--- config.mk ---
export PLATFORM = sky130hd
export DESIGN_NAME = hazard_unit_mc
export DESIGN_NICKNAME = d
export VERILOG_FILES = /design/src/rtl/hazard_unit_mc.sv
export SDC_FILE = /design/constraint.sdc
export NUM_CORES = 1
export LEC_CHECK = 0
export CORE_AREA = 2 2 70 88
export CTS_CLUSTER_DIAMETER = 100
export DETAILED_ROUTE_END_ITERATION = 10
export DIE_AREA = 0 0 72 90
export GPL_TIMING_DRIVEN = 0
export HOLD_SLACK_MARGIN = 0.12
export PLACE_DENSITY = 0.72
export SYNTH_ARGS = -nofsm -noshare
export SYNTH_HDL_FRONTEND = slang
export SYNTH_SLANG_ARGS = --single-unit
--- constraint.sdc ---
create_clock -name clk -period 2.9 [get_ports clk]
set_clock_uncertainty 0.05 [all_clocks]
set_input_delay 0.725 -clock clk [delete_from_list [all_inputs] [get_ports clk]]
set_output_delay 0.725 -clock clk [all_outputs]
set_load 0.01 [all_outputs]
--- src/rtl/hazard_unit_mc.sv ---
// Hazard controller for the 5-stage core: M/W forwarding, load-use stalls,
// E-stage redirects and multi-cycle MDU stalls (fixed-latency or done-handshake).
module hazard_unit_mc #(
  parameter int REG_AW  = 5,
  parameter int MDU_LAT = 0,
  parameter int CNT_W   = 32
) (
  input  logic              clk,
  input  logic              rst_n,
  input  logic [REG_AW-1:0] rs1_d,
  input  logic [REG_AW-1:0] rs2_d,
  input  logic [REG_AW-1:0] rs1_e,
  input  logic [REG_AW-1:0] rs2_e,
  input  logic [REG_AW-1:0] rd_e,
  input  logic [REG_AW-1:0] rd_m,
  input  logic [REG_AW-1:0] rd_w,
  input  logic              regwrite_m,
  input  logic              regwrite_w,
  input  logic              resultsrc_e,
  input  logic              pcsrc_e,
  input  logic              mdu_start_e,
  input  logic              mdu_done_i,
  output logic [1:0]        forward_a_e,
  output logic [1:0]        forward_b_e,
  output logic              stall_f,
  output logic              stall_d,
  output logic              stall_e,
  output logic              flush_d,
  output logic              flush_e,
  output logic              flush_m,
  output logic              mdu_busy_o,
  output logic [CNT_W-1:0]  stall_cnt_o
);

  localparam int LAT_W = (MDU_LAT < 1) ? 1 : $clog2(MDU_LAT + 1);
  localparam bit FIXED = (MDU_LAT != 0);

  typedef enum logic {IDLE = 1'b0, BUSY = 1'b1} state_t;

  state_t             r_state;
  state_t             w_nextState;
  logic [LAT_W-1:0]   r_latCnt;
  logic [LAT_W-1:0]   w_latCntNext;
  logic [CNT_W-1:0]   r_stallCnt;
  logic               w_done;
  logic               w_mduStall;
  logic               w_loadUse;

  function automatic logic [1:0] fwdSel(
    input logic [REG_AW-1:0] rs,
    input logic [REG_AW-1:0] rdM,
    input logic              wrM,
    input logic [REG_AW-1:0] rdW,
    input logic              wrW
  );
    logic [1:0] sel;
    sel = 2'b00;
    if (rs != '0 && wrM && rs == rdM)
      sel = 2'b10;
    else if (rs != '0 && wrW && rs == rdW)
      sel = 2'b01;
    return sel;
  endfunction

  assign w_loadUse = resultsrc_e && (rd_e != '0) && ((rd_e == rs1_d) || (rd_e == rs2_d));

  // A redirect in the same cycle as an MDU start kills the op, so the FSM stays idle.
  always_comb begin
    w_nextState  = r_state;
    w_latCntNext = r_latCnt;
    w_mduStall   = 1'b0;
    w_done       = FIXED ? (r_latCnt == LAT_W'(1)) : mdu_done_i;
    case (r_state)
      IDLE: begin
        if (mdu_start_e && !pcsrc_e) begin
          w_mduStall  = 1'b1;
          w_nextState = BUSY;
          if (FIXED) w_latCntNext = LAT_W'(MDU_LAT);
        end
      end
      BUSY: begin
        if (w_done) begin
          w_nextState = IDLE;
        end else begin
          w_mduStall = 1'b1;
          if (FIXED) w_latCntNext = r_latCnt - LAT_W'(1);
        end
      end
      default: w_nextState = IDLE;
    endcase
  end

  always_comb begin
    forward_a_e = 2'b00;
    forward_b_e = 2'b00;
    stall_f     = 1'b0;
    stall_d     = 1'b0;
    stall_e     = 1'b0;
    flush_d     = 1'b0;
    flush_e     = 1'b0;
    flush_m     = 1'b0;
    mdu_busy_o  = 1'b0;
    if (rst_n) begin
      forward_a_e = fwdSel(rs1_e, rd_m, regwrite_m, rd_w, regwrite_w);
      forward_b_e = fwdSel(rs2_e, rd_m, regwrite_m, rd_w, regwrite_w);
      mdu_busy_o  = (r_state == BUSY);
      if (pcsrc_e) begin
        flush_d = 1'b1;
        flush_e = 1'b1;
      end else if (w_mduStall) begin
        stall_f = 1'b1;
        stall_d = 1'b1;
        stall_e = 1'b1;
        flush_m = 1'b1;
      end else if (w_loadUse) begin
        stall_f = 1'b1;
        stall_d = 1'b1;
        flush_e = 1'b1;
      end
    end
  end

  always_ff @(posedge clk or negedge rst_n) begin
    if (!rst_n) begin
      r_state    <= IDLE;
      r_latCnt   <= '0;
      r_stallCnt <= '0;
    end else begin
      r_state  <= w_nextState;
      r_latCnt <= w_latCntNext;
      if (stall_f && (r_stallCnt != '1))
        r_stallCnt <= r_stallCnt + CNT_W'(1);
    end
  end

  assign stall_cnt_o = r_stallCnt;

endmodule

==> results.ini <==
[sta]
setup_viol = 0
fin_crit_ns = 2.86
max_freq_mhz = 350
hold_viol_final = 0
layout_setup_ws_ns = 0.0446
worst_pin_slew_ns = 0.402
setup-tns-final_ns = 0
slew-limit-headroom = 0.731
period_share = 0.985
final_max_slew_viol_count = 0

[global_routing]
grt_pass1_wl_um = 9380
grt_pass1_vias = 2054
overflow = 0
use_met2 = 0.323
met3_usage = 0.0415
grt_max_degree = 42
grt.busiest_layer = met2
met1_usage = 0.201
grt_antenna_before_repair = 0
grt_usage = 0.181

[route]
dr_total_vias = 1979
viasPerCell = 5.26
detail-route-antenna-nets = 0
drt-initial-drc-count = 50
wl_um = 5590
dr.pass1.iters = 4
avgRoutedWirePerCell_um = 14.9
drc = 0

[clock_network]
clk_pin_slew_ns = 0.06
cts_tree = done
cts.sinks = 33
root_buffer = clkbuf_8
clk_latency_ns = 0.29
cts_made_buffers = 5
clock_path_buffers = 2
htree_levels = 2

[setup_path]
path_delay_family = buffers and inverters
cp-end-kind = primary output
startpoint_type = input port
required_ns = 2.12
crit_arrival_ns = 2.08
slowest_delay_ns = 0.57
cp.buffers_inverters = 2
cp_cell_sequence = clkdlybuf4s50_1, xnor2_1, nand4_1, nor4_1, buf_2
critical_path_class = input port to primary output
cp_slowest_cell = clkdlybuf4s50_1
worstPathMaxFanout = 3

[pwr]
power_frac_comb = 0.246
p_int_uw = 838
p_total_uw = 1170
ir_drop_uv = 173
powerDensity_mw_per_mm2 = 360
switching_share = 0.282
p_leak_uw = 0.00139
clock_power_share = 0.301
power_frac_seq = 0.453
switching_power_uw = 329

[yosys]
synthFlopType = dfrtp_1
synth_top_cell_area_share = 0.379
ys_ff_latch = 33
synthAdderAreaFrac = 0.00574
async_reset_ff_frac = 1.00
synth_compound_area_frac = 0.0298
netlist_instances = 213
synth_top_family_by_area = simple AND/OR/NAND/NOR gates
yosysWarnings = 0
synth-seq-area-share = 0.379
synthTopCellsByArea = dfrtp_1 (38%), xnor2_1 (18%), nand4_1 (6.6%)
synth-simple-area-share = 0.296
avgSynthCellArea_um2 = 10.2
synth_fp_nets = 257
synth-edff-count = 0
synthXorXnorAreaFrac = 0.237
yosysTopAreaCell = dfrtp_1
yosysUniqueCellTypes = 35
synthesis.area_mm2 = 0.00218
muxShareOfSynthArea = 0.0218

[placed_design]
dp_hpwl_um = 4170
place_ws_ns = -0.903
io_buffers = 85
dp.cells = 364
gp_congestion = 0.820

[final_layout]
nets = 354
drive_gt1_frac = 0.206
final_cell_count_no_fill = 376
antenna_cells = 0
area_delta_synth_final_pct = 48.8
layout_common_cells = xnor2_1 (45), clkdlybuf4s50_1 (45), dfrtp_1 (33)

[die]
core-area_mm2 = 0.00570
die_h_um = 90
row_count = 31
start_util = 0.382
ios = 86
dieArea_mm2 = 0.00648
die_w_um = 72

[min_path]
min_path_type = input port to asynchronous set/reset pin

[run_status]
outcome = finished, final reports clean

[job]
max_cap_violations = 0

-- routing by layer --
metal | share of wire | vias up
li1 | - | 950
met3 | 0.050 | 9
met5 | 0 | -
met1 | 0.39 | 962
met4 | 0.019 | 0
met2 | 0.54 | 58
-- synthesized netlist by cell type, drive strengths merged (2+ instances only) --
library cell	count
nor4	5
and4	5
xor2	14
and2	9
dfrtp	33
nand3	18
nor3	5
inv	2
mux2	3
xnor2	45
nand2	8
or4	3
nor2	8
nand2b	3
nand4	23
and3	12
buf	7
-- sequential cells by signal, summed over array words and instances (netlist names) --
| register | cells |
|---|---|
| stall_cnt_o | 32 |
| r_state | 1 |
-- stage by stage --
step	utilization	hold WS (ns)	cell area, um2
after floorplan	-	0.379	2180
after global placement	0.546	0.431	3110
after detailed placement	0.545	0.435	3110
after CTS	0.570	0.365	3250
after global routing	0.569	0.303	3250
final	0.569	0.284	3250
-- power groups by stage --
stage          logic, uW  clock network [uW]  registers [uW]
6_report             287                 351             529
5_1_grt              312                 381             536
4_1_cts              290                 367             530
3_5_place_dp         288                   0             538
3_3_place_gp         285                   0             537
2_1_floorplan        108                   0             542
-- final timing paths --
path	from	endpoint	slack, ns	depth (start not counted)
setup / recovery	rs2_e[0]	forward_b_e[0]	0.04	5
hold / removal	rst_n	stall_cnt_o[31]	0.28	1
setup reg to reg	stall_cnt_o[0]	stall_cnt_o[1]	0.67	8
hold reg to reg	stall_cnt_o[12]	stall_cnt_o[12]	0.44	1
max in group asynchronous	rst_n	stall_cnt_o[25]	2.25	1
min in group clk	stall_cnt_o[12]	stall_cnt_o[12]	0.44	1
-- cell type report --
cell class | count | area (um2)
Fill cell | 518 | 2460
Multi-Input combinational cell | 171 | 1350
Timing Repair Buffer | 90 | 828
Sequential cell | 33 | 826
Clock buffer | 7 | 86.3
Tap cell | 66 | 82.6
Buffer | 7 | 63.8
Inverter | 2 | 7.51
-- kinds of logic (layout without fill, tap and decap cells) --
logic type	after synthesis	in the layout
buffers and inverters	9	106
xor gates and xnor gates	59	59
DFF	33	33
and+or+nand+nor	100	100
adders and majority gates	1	1
muxes	4	4
AOI/OAI and AO/OA	7	7
-- worst register-to-register path: cells and delay by family (launching register included) --
| family | cells | cell delay, ns |
|---|---|---|
| adders and majority gates | 1 | 0.23 |
| DFF | 1 | 0.43 |
| buffers and inverters | 1 | 0.15 |
| muxes | 1 | 0.34 |
| and+or+nand+nor | 5 | 0.92 |
-- timing repair --
| item | CTS | global route |
|---|---|---|
| gates resized for setup | 77 | 19 |
| hold buffers | 0 | 0 |
| setup endpoints to repair | 11 | 8 |
| buffers inserted | 4 | 1 |
| pin swaps | 13 | 13 |
| gates cloned | 0 | 0 |
Note: power is estimated with default switching activity, not from simulation.
